File: src/rtl/vga_pkg.sv
// rtl/vga_pkg.sv - shared types and default timing for the VGA scanout path
// Contents: rgb444_t pixel type, 640x480@60 timing defaults, frame totals,
// frame-store address width and internal counter widths.
package vga_pkg;

    typedef struct packed {
        logic [3:0] r;
        logic [3:0] g;
        logic [3:0] b;
    } rgb444_t;

    localparam int H_ACTIVE_DEF = 640;
    localparam int H_FP_DEF     = 16;
    localparam int H_SYNC_DEF   = 96;
    localparam int H_BP_DEF     = 48;
    localparam int V_ACTIVE_DEF = 480;
    localparam int V_FP_DEF     = 10;
    localparam int V_SYNC_DEF   = 2;
    localparam int V_BP_DEF     = 33;
    localparam int CELL_W_DEF   = 20;
    localparam int CELL_H_DEF   = 15;
    localparam int GRID_DEF     = 32;

    localparam int H_TOTAL = H_ACTIVE_DEF + H_FP_DEF + H_SYNC_DEF + H_BP_DEF;
    localparam int V_TOTAL = V_ACTIVE_DEF + V_FP_DEF + V_SYNC_DEF + V_BP_DEF;

    // Frame-store address is {cell_y[4:0], cell_x[4:0]}.
    localparam int ADDR_W     = 10;
    localparam int CELL_IDX_W = ADDR_W / 2;

    localparam int CNT_W      = 10;
    localparam int SUB_W      = 5;
    // One bit wider than the grid index so blanking overrun is detectable.
    localparam int CELL_CNT_W = CELL_IDX_W + 1;

endpackage

File: src/rtl/vga_timing.sv
// rtl/vga_timing.sv - horizontal/vertical raster counters and stage-0 sync
// Ports: clk, rst (sync, active high), pix_en (pixel tick);
// h_wrap/v_wrap flag the last pixel/line, v_last_active flags the last
// visible line, active0/hs0/vs0 are combinational from the counters.
module vga_timing
    import vga_pkg::*;
#(
    parameter int H_ACTIVE = H_ACTIVE_DEF,
    parameter int H_FP     = H_FP_DEF,
    parameter int H_SYNC   = H_SYNC_DEF,
    parameter int H_BP     = H_BP_DEF,
    parameter int V_ACTIVE = V_ACTIVE_DEF,
    parameter int V_FP     = V_FP_DEF,
    parameter int V_SYNC   = V_SYNC_DEF,
    parameter int V_BP     = V_BP_DEF
) (
    input  logic clk,
    input  logic rst,
    input  logic pix_en,
    output logic h_wrap,
    output logic v_wrap,
    output logic v_last_active,
    output logic active0,
    output logic hs0,
    output logic vs0
);

    localparam int H_TOT = H_ACTIVE + H_FP + H_SYNC + H_BP;
    localparam int V_TOT = V_ACTIVE + V_FP + V_SYNC + V_BP;

    logic [CNT_W-1:0] h_cnt;
    logic [CNT_W-1:0] v_cnt;

    assign h_wrap        = (h_cnt == CNT_W'(H_TOT - 1));
    assign v_wrap        = (v_cnt == CNT_W'(V_TOT - 1));
    assign v_last_active = (v_cnt == CNT_W'(V_ACTIVE - 1));

    always_ff @(posedge clk) begin
        if (rst) begin
            h_cnt <= '0;
            v_cnt <= '0;
        end else if (pix_en) begin
            if (h_wrap) begin
                h_cnt <= '0;
                v_cnt <= v_wrap ? '0 : v_cnt + 1'b1;
            end else begin
                h_cnt <= h_cnt + 1'b1;
            end
        end
    end

    assign active0 = (h_cnt < CNT_W'(H_ACTIVE)) && (v_cnt < CNT_W'(V_ACTIVE));
    assign hs0 = !((h_cnt >= CNT_W'(H_ACTIVE + H_FP)) &&
                   (h_cnt <  CNT_W'(H_ACTIVE + H_FP + H_SYNC)));
    assign vs0 = !((v_cnt >= CNT_W'(V_ACTIVE + V_FP)) &&
                   (v_cnt <  CNT_W'(V_ACTIVE + V_FP + V_SYNC)));

endmodule

File: src/rtl/vga_scanout.sv
// rtl/vga_scanout.sv - VGA scanout of a 32x32 RGB444 frame store with buffer swap
// Ports: clk, rst (sync, active high), pix_en (pixel tick), frame_ready
// (renderer done), rdata (store data, 1-clk latency); r_addr (store
// address), swap_en/frame_start (1-clk swap pulse), hsync/vsync (active
// low), rgb (pixel colour), miss_cnt (saturating missed-frame count).
module vga_scanout
    import vga_pkg::*;
#(
    parameter int H_ACTIVE = H_ACTIVE_DEF,
    parameter int H_FP     = H_FP_DEF,
    parameter int H_SYNC   = H_SYNC_DEF,
    parameter int H_BP     = H_BP_DEF,
    parameter int V_ACTIVE = V_ACTIVE_DEF,
    parameter int V_FP     = V_FP_DEF,
    parameter int V_SYNC   = V_SYNC_DEF,
    parameter int V_BP     = V_BP_DEF,
    parameter int CELL_W   = CELL_W_DEF,
    parameter int CELL_H   = CELL_H_DEF,
    parameter int GRID     = GRID_DEF
) (
    input  logic              clk,
    input  logic              rst,
    input  logic              pix_en,
    input  logic              frame_ready,
    input  logic [11:0]       rdata,
    output logic [ADDR_W-1:0] r_addr,
    output logic              swap_en,
    output logic              frame_start,
    output logic              hsync,
    output logic              vsync,
    output rgb444_t           rgb,
    output logic [15:0]       miss_cnt
);

    if (GRID * CELL_W != H_ACTIVE) begin : g_bad_h_grid
        $error("GRID*CELL_W must equal H_ACTIVE");
    end
    if (GRID * CELL_H != V_ACTIVE) begin : g_bad_v_grid
        $error("GRID*CELL_H must equal V_ACTIVE");
    end

    logic h_wrap;
    logic v_wrap;
    logic v_last_active;
    logic active0;
    logic hs0;
    logic vs0;

    vga_timing #(
        .H_ACTIVE (H_ACTIVE),
        .H_FP     (H_FP),
        .H_SYNC   (H_SYNC),
        .H_BP     (H_BP),
        .V_ACTIVE (V_ACTIVE),
        .V_FP     (V_FP),
        .V_SYNC   (V_SYNC),
        .V_BP     (V_BP)
    ) u_timing (
        .clk           (clk),
        .rst           (rst),
        .pix_en        (pix_en),
        .h_wrap        (h_wrap),
        .v_wrap        (v_wrap),
        .v_last_active (v_last_active),
        .active0       (active0),
        .hs0           (hs0),
        .vs0           (vs0)
    );

    logic [SUB_W-1:0]      h_sub,    h_sub_n;
    logic [SUB_W-1:0]      v_sub,    v_sub_n;
    logic [CELL_CNT_W-1:0] cell_x,   cell_x_n;
    logic [CELL_CNT_W-1:0] cell_y,   cell_y_n;
    logic                  addr_ok;
    logic                  vblank_evt;
    logic                  swap_q;

    // Next cell position for the pixel the raster moves to on this tick;
    // sub-counters replace any divide by CELL_W/CELL_H.
    always_comb begin
        h_sub_n  = h_sub;
        cell_x_n = cell_x;
        v_sub_n  = v_sub;
        cell_y_n = cell_y;
        if (h_wrap) begin
            h_sub_n  = '0;
            cell_x_n = '0;
            if (v_wrap) begin
                v_sub_n  = '0;
                cell_y_n = '0;
            end else if (v_sub == SUB_W'(CELL_H - 1)) begin
                v_sub_n  = '0;
                cell_y_n = cell_y + 1'b1;
            end else begin
                v_sub_n  = v_sub + 1'b1;
            end
        end else if (h_sub == SUB_W'(CELL_W - 1)) begin
            h_sub_n  = '0;
            cell_x_n = cell_x + 1'b1;
        end else begin
            h_sub_n  = h_sub + 1'b1;
        end
    end

    assign addr_ok    = (cell_x_n < CELL_CNT_W'(GRID)) && (cell_y_n < CELL_CNT_W'(GRID));
    assign vblank_evt = pix_en && h_wrap && v_last_active;

    // r_addr is loaded with the address of the pixel being entered, so the
    // store's registered rdata is valid by the next tick, when that pixel
    // is pushed through the output stage.
    always_ff @(posedge clk) begin
        if (rst) begin
            h_sub  <= '0;
            v_sub  <= '0;
            cell_x <= '0;
            cell_y <= '0;
            r_addr <= '0;
            rgb    <= '0;
            hsync  <= 1'b1;
            vsync  <= 1'b1;
        end else if (pix_en) begin
            h_sub  <= h_sub_n;
            v_sub  <= v_sub_n;
            cell_x <= cell_x_n;
            cell_y <= cell_y_n;
            if (addr_ok) begin
                r_addr <= {cell_y_n[CELL_IDX_W-1:0], cell_x_n[CELL_IDX_W-1:0]};
            end
            rgb   <= active0 ? rgb444_t'(rdata) : '0;
            hsync <= hs0;
            vsync <= vs0;
        end
    end

    // Swap pulse is not gated by pix_en so it lasts exactly one clk.
    always_ff @(posedge clk) begin
        if (rst) begin
            swap_q   <= 1'b0;
            miss_cnt <= '0;
        end else begin
            swap_q <= vblank_evt && frame_ready;
            if (vblank_evt && !frame_ready && (miss_cnt != 16'hFFFF)) begin
                miss_cnt <= miss_cnt + 16'd1;
            end
        end
    end

    assign swap_en     = swap_q;
    assign frame_start = swap_q;

endmodule

File: config.mk
export PLATFORM = sky130hd
export DESIGN_NAME = vga_scanout
export DESIGN_NICKNAME = d
export VERILOG_FILES = /design/src/rtl/vga_pkg.sv /design/src/rtl/vga_timing.sv /design/src/rtl/vga_scanout.sv
export SDC_FILE = /design/constraint.sdc
export NUM_CORES = 1
export LEC_CHECK = 0
export CORE_UTILIZATION = 54
export CTS_CLUSTER_SIZE = 30
export DETAILED_ROUTE_END_ITERATION = 8
export GPL_TIMING_DRIVEN = 0
export PLACE_DENSITY = 0.78
export REMOVE_ABC_BUFFERS = 1
export SLEW_MARGIN = 20
export SYNTH_ARGS = -nofsm -noshare
export SYNTH_HDL_FRONTEND = slang
export SYNTH_SLANG_ARGS = --single-unit
File: constraint.sdc
create_clock -name clk -period 3.03 [get_ports clk]
set_input_delay 0.7575 -clock clk [delete_from_list [all_inputs] [get_ports clk]]
set_output_delay 0.7575 -clock clk [all_outputs]
set_load 0.02 [all_outputs]
Yosys cells after proc, flatten, opt, wreduce, memory -nomap -nowiden --
Cells that the tools add are included.
Storage, ports and cells: register bits after elaboration 83, logic and storage cells 61
Operators by class: $add $sub $neg 7, magnitude comparators 8, eq/ne operators 6, muxes and demuxes 12, reductions and logical operators 14
Operator list (number):
- $mux 6 | 5
- $add 10x1->10 const B | 2
- $eq 10x10->1 const B | 2
- $lt 10x10->1 const B | 2
- $lt 10x9->1 const B | 2
- $mux 10 | 2
- $mux 5 | 4
- $add 16x1->16 const B | 1
- $ne 16x16->1 const B | 1
- $add 6x1->6 const B | 2
- $lt 6x6->1 const B | 2
- $mux 12 | 1
- $add 5x1->5 const B | 2
- $eq 10x9->1 const B | 1
- $ge 10x10->1 const B | 1
- $ge 10x9->1 const B | 1
- $logic_and 1x1->1 | 9
- $eq 5x4->1 const B | 1
- $eq 5x5->1 const B | 1
- $reduce_and 2->1 | 2
- $logic_not 1->1 | 3

Logic depth before layout (Yosys ltp) --
depth after elaboration 7, mapped depth 9, mapped depth without buffers 7

Hierarchy --
Synthesis repeated with hierarchy kept, for this count alone.
Unflattened totals: cell total of the unflattened synthesis 478, area total of the unflattened synthesis 4080.2 um^2
Modules (own cells, without submodules):
- vga_scanout | times used 1, cells each 346, area an instance 2970.3 um^2
- vga_timing | times used 1, cells each 132, area an instance 1109.8 um^2

Least setup slack after synthesis --
Ideal clock, no wire load.
path kind reg2reg, start register u_timing.v_cnt[0], end register r_addr[1], arrival 2032 ps, required time 2909 ps, path slack 877 ps, stages on the path, launching flop included 10, clock period less this slack 2153 ps, cells stage by stage dfxtp_1 inv_1 ha_1 nor4bb_1 and4_1 clkbuf_1 and2_0 o311ai_1 buf_4 mux2_4
Between the ends: word-level cells in the longest chain between the ends 6
RTL lines:
- from (decl) | RTL line vga_timing.sv:32 | logic [CNT_W-1:0] v_cnt;
- from (signal assigned) | RTL line vga_timing.sv:45 | v_cnt <= v_wrap ? '0 : v_cnt + 1'b1;
- $eq 10x10->1 | RTL line vga_timing.sv:35 | assign v_wrap = (v_cnt == CNT_W'(V_TOT - 1));
- $mux 6 | RTL line vga_scanout.sv:88 | if (v_wrap) begin
- $mux 6 | RTL line vga_scanout.sv:85 | if (h_wrap) begin
- $lt 6x6->1 | RTL line vga_scanout.sv:105 | assign addr_ok = (cell_x_n < CELL_CNT_W'(GRID)) && (cell_y_n < CELL_CNT_W'(GRID));
- $logic_and 1x1->1 | RTL line vga_scanout.sv:105
- $reduce_and 2->1 (no line)
- to (signal assigned) | RTL line vga_scanout.sv:127 | r_addr <= {cell_y_n[CELL_IDX_W-1:0], cell_x_n[CELL_IDX_W-1:0]};
- to (decl) | RTL line vga_scanout.sv:26 | output logic [ADDR_W-1:0] r_addr,
Every way passes these cells. A chain may end at the register's enable or synchronous reset.

Worst setup path after layout --
start input port pix_en, end register miss_cnt[3]
Between the ends: word-level cells in the longest chain between the ends 4
RTL lines:
- from (decl) | RTL line vga_scanout.sv:23 | input logic pix_en,
- $logic_and 1x1->1 (2 in a row) | RTL line vga_scanout.sv:106 | assign vblank_evt = pix_en && h_wrap && v_last_active;
- $logic_and 1x1->1 (2 in a row) | RTL line vga_scanout.sv:142 | if (vblank_evt && !frame_ready && (miss_cnt != 16'hFFFF)) begin
- to (signal assigned) | RTL line vga_scanout.sv:143 | miss_cnt <= miss_cnt + 16'd1;
- to (decl) | RTL line vga_scanout.sv:32 | output logic [15:0] miss_cnt
Every way passes these cells.

==> run_summary.xml <==
<?xml version="1.0" encoding="UTF-8"?>
<metrics>
  <group name="status">
    <metric name="status" unit="">finished, final reports clean</metric>
  </group>
  <group name="critical_path">
    <metric name="cp.arrival" unit="ns">3.10</metric>
    <metric name="critical_path_peak_fanout" unit="">31</metric>
    <metric name="timing_worst_setup_path_type" unit="">in -&gt; reg</metric>
    <metric name="worstSetupStartpointType" unit="">input pin</metric>
    <metric name="worst_setup_path_end_kind" unit="">flip-flop</metric>
    <metric name="cp_data_required_time" unit="ns">3.33</metric>
  </group>
  <group name="pwr">
    <metric name="part_of_the_power_in_combinational_logic" unit="">0.053</metric>
    <metric name="power.ir.vdd_worst" unit="uV">353</metric>
    <metric name="power.share.switching" unit="">0.214</metric>
    <metric name="cellPowerDensity" unit="nW/um^2">457</metric>
    <metric name="share_of_total_power_in_the_clock_network" unit="">0.458</metric>
    <metric name="power.net_switching" unit="uW">488</metric>
    <metric name="pwr-share-seq" unit="">0.488</metric>
    <metric name="p_leak" unit="uW">0.00170</metric>
    <metric name="internal_power" unit="uW">1790</metric>
  </group>
  <group name="clock_tree">
    <metric name="maximum_buffer_depth_of_the_clock_tree" unit="">2</metric>
    <metric name="master_cell_of_the_clock_root_buffer" unit="">sky130_fd_sc_hd__clkbuf_8</metric>
    <metric name="cts.sinks" unit="">83</metric>
    <metric name="clock_transition_at_the_registers_of_the_reported_paths" unit="ns">0.09</metric>
    <metric name="clk-insertion-delay-late" unit="ns">0.36</metric>
    <metric name="numCtsBuffers" unit="">9</metric>
    <metric name="cts_tree" unit="">done</metric>
    <metric name="htreeDepth" unit="">3</metric>
  </group>
  <group name="synth">
    <metric name="synth_cell_type_count" unit="">59</metric>
    <metric name="yosys-top-cells-area" unit="">sky130_fd_sc_hd__dfxtp_1 41%, sky130_fd_sc_hd__nor2_1 4.8%, sky130_fd_sc_hd__nand2_1 4.7%</metric>
    <metric name="synth.top_cell.area_share" unit="">0.408</metric>
    <metric name="yosys_warnings" unit="">0</metric>
    <metric name="dominantRegCellSynth" unit="">sky130_fd_sc_hd__dfxtp_1</metric>
    <metric name="synth.avg_cell_area" unit="sq um">8.62</metric>
    <metric name="synth_edf_count" unit="">0</metric>
    <metric name="number_of_storage_elements_in_the_synthesis_netlist" unit="">83</metric>
    <metric name="cell_area_after_synthesis" unit="sq um">4070</metric>
    <metric name="synth_sequential_area_ratio" unit="">0.408</metric>
    <metric name="async_reset_ff_frac" unit="">0</metric>
    <metric name="synth_cells" unit="">472</metric>
    <metric name="synth_top_area_cell" unit="">sky130_fd_sc_hd__dfxtp_1</metric>
  </group>
  <group name="drt">
    <metric name="vias" unit="">3608</metric>
    <metric name="viasPerCell" unit="">5.79</metric>
    <metric name="drc_errors" unit="">0</metric>
    <metric name="drt_first_iter_violations" unit="">214</metric>
    <metric name="wirelength" unit="microns">9020</metric>
    <metric name="wire_per_inst" unit="microns">14.5</metric>
    <metric name="drt_pre_antenna_iters" unit="">6</metric>
    <metric name="route.antenna.remaining_nets" unit="">0</metric>
  </group>
  <group name="timing">
    <metric name="fin_crit" unit="ns">2.80</metric>
    <metric name="maxSlewHeadroom" unit="">0.368</metric>
    <metric name="rsz_0062_raised_after_global_routing" unit="">false</metric>
    <metric name="timing.fmax" unit="GHz">0.357</metric>
    <metric name="finalMaxSlewViolations" unit="">0</metric>
    <metric name="totalNegativeSetupSlack" unit="ns">0</metric>
    <metric name="worst-slew-pin-transition" unit="ns">0.943</metric>
    <metric name="layout_worst_path_cycle_share" unit="">0.923</metric>
    <metric name="report.final.hold_viol_count" unit="">0</metric>
    <metric name="setup_viol" unit="">0</metric>
    <metric name="final.setup_skew" unit="ns">0.00892</metric>
    <metric name="setup_slack" unit="ns">0.233</metric>
  </group>
  <group name="flow_run">
    <metric name="timing.max_cap.violations" unit="">0</metric>
  </group>
  <group name="final_layout">
    <metric name="insertedDiodeCount" unit="">0</metric>
    <metric name="layout.filler_cells" unit="">618</metric>
    <metric name="final_nets" unit="">545</metric>
    <metric name="multiInputGateArea" unit="sq um">2290</metric>
    <metric name="regArea" unit="sq um">1660</metric>
    <metric name="area_growth_syn_to_layout" unit="%">22.5</metric>
    <metric name="final_layout_size_suffix_gt1_frac" unit="">0.0744</metric>
  </group>
  <group name="global_routing">
    <metric name="globalRouteTotalUtil" unit="">0.241</metric>
    <metric name="first_global_vias" unit="">3244</metric>
    <metric name="grt_antenna_before_repair" unit="">0</metric>
    <metric name="grt_max_degree" unit="">32</metric>
    <metric name="grt.overflow.total" unit="">0</metric>
    <metric name="grt_first_pass_wirelength" unit="microns">14700</metric>
  </group>
  <group name="die">
    <metric name="fp.coreArea" unit="sq um">7250</metric>
    <metric name="die_h" unit="microns">88.8</metric>
    <metric name="die-area" unit="sq um">7890</metric>
    <metric name="pin_count" unit="">58</metric>
    <metric name="floorplan.initialDensity" unit="">0.561</metric>
    <metric name="rows" unit="">31</metric>
    <metric name="chipWidth" unit="microns">88.8</metric>
  </group>
  <group name="placed_design">
    <metric name="place_ws" unit="ns">-1.74</metric>
    <metric name="port_buffers" unit="">57</metric>
    <metric name="finalWeightedCongestion" unit="">0.832</metric>
    <metric name="dp_hpwl" unit="microns">6200</metric>
  </group>
  <group name="min_path">
    <metric name="hold_class" unit="">reg -&gt; reg</metric>
  </group>
</metrics>
## final timing paths
check	startpoint	endpoint	slack (ns)	cells after the start
max	pix_en	miss_cnt[3]	0.23	6
max reg2reg	u_timing.h_cnt[0]	r_addr[1]	0.27	7
min	r_addr[3]	r_addr[3]	0.46	2
min reg2reg	r_addr[3]	r_addr[3]	0.46	2
## area by class of cell
cell class,count,share of cell area
clock inverter,6,0.0274
sequential,83,0.333
inverter,10,0.00803
tap,99,0.0248
timing repair buffer,60,0.121
multi-input combinational,355,0.460
clock buffer,10,0.0256
## per-layer routing
metal  global-route usage  share of wire  up-vias
li1                     -              -     1801
met1                0.303           0.45     1722
met2                0.401           0.50       68
met3               0.0364          0.035       17
met4                0.125          0.021        0
met5                    0              0        -
## flip-flops by register name (all words and copies together) (netlist names)
signal / count
h_sub: 5
r_addr: 10
cell_x: 6
hsync: 1
miss_cnt: 16
u_timing.h_cnt: 10
frame_start: 1
cell_y: 6
rgb: 12
u_timing.v_cnt: 10
vsync: 1
v_sub: 5
## worst max-delay path, cell delays in order
cell	delay, ns
sky130_fd_sc_hd__clkdlybuf4s15_2	0.57
sky130_fd_sc_hd__inv_4	0.29
sky130_fd_sc_hd__nor4_4	0.39
sky130_fd_sc_hd__nand3_2	0.35
sky130_fd_sc_hd__or4_1	0.57
sky130_fd_sc_hd__a21oi_1	0.15
## power by group through the flow
stage	sequential [uW]	combinational [uW]	clock, uW
floorplan	1150	43.0	0
global placement	1140	117	0
detailed placement	1140	122	0
CTS	1110	122	1060
global route	1120	132	1110
finish	1110	121	1040
## cells in the mapped netlist, types with 10 or more instances
cell type	instances
sky130_fd_sc_hd__dfxtp_1	83
sky130_fd_sc_hd__xor2_1	16
sky130_fd_sc_hd__nor3_1	14
sky130_fd_sc_hd__mux2i_1	13
sky130_fd_sc_hd__nand2_1	51
sky130_fd_sc_hd__nand3_1	22
sky130_fd_sc_hd__ha_1	10
sky130_fd_sc_hd__a22oi_1	13
sky130_fd_sc_hd__or4_1	10
sky130_fd_sc_hd__xnor2_1	12
sky130_fd_sc_hd__a21oi_1	29
sky130_fd_sc_hd__o21ai_0	12
sky130_fd_sc_hd__nor4_1	12
sky130_fd_sc_hd__nand4_1	15
sky130_fd_sc_hd__clkbuf_1	19
sky130_fd_sc_hd__nor2_1	52
## metrics by stage
step	hold WS [ns]	std cells	utilization	total power [uW]	cell area, sq um
3_3_place_gp	0.447	604	0.643	1250	4660
6_report	0.461	623	0.687	2280	4980
3_5_place_dp	0.451	606	0.649	1260	4700
4_1_cts	0.464	623	0.687	2300	4980
5_1_grt	0.486	623	0.687	2350	4980
2_1_floorplan	0.452	448	-	1190	3970
## cells by family (layout without fill, tap and decap cells)
group                      count (synthesis)  after routing  synth area share
adders and majority gates                 10             10            0.0308
buffers and inverters                     34             86            0.0335
and+or+nand+nor                          222            222             0.302
AOI/OAI and AO/OA                         78             78             0.121
DFF                                       83             83             0.408
xor gates and xnor gates                  28             28            0.0603
muxes                                     17             17            0.0440
## repair_timing
action,4_1_cts,5_1_grt
gates cloned,0,0
pin swaps,1,0
gates resized for setup,4,2
hold buffers,0,0
endpoints found under the setup margin,40,8
setup buffers,1,0
## placed cells by master (no fill, tap or decap), drive strengths merged, types with 10 or more instances in the layout
cell,instances
a21oi,29
a22oi,13
clkbuf,10
clkdlybuf4s50,55
dfxtp,83
ha,10
inv,11
mux2i,13
nand2,51
nand3,22
nand4,17
nor2,52
nor3,15
nor4,14
o21ai,13
or4,10
xnor2,12
xor2,16
No activity file was read; power rests on OpenSTA's default activity.
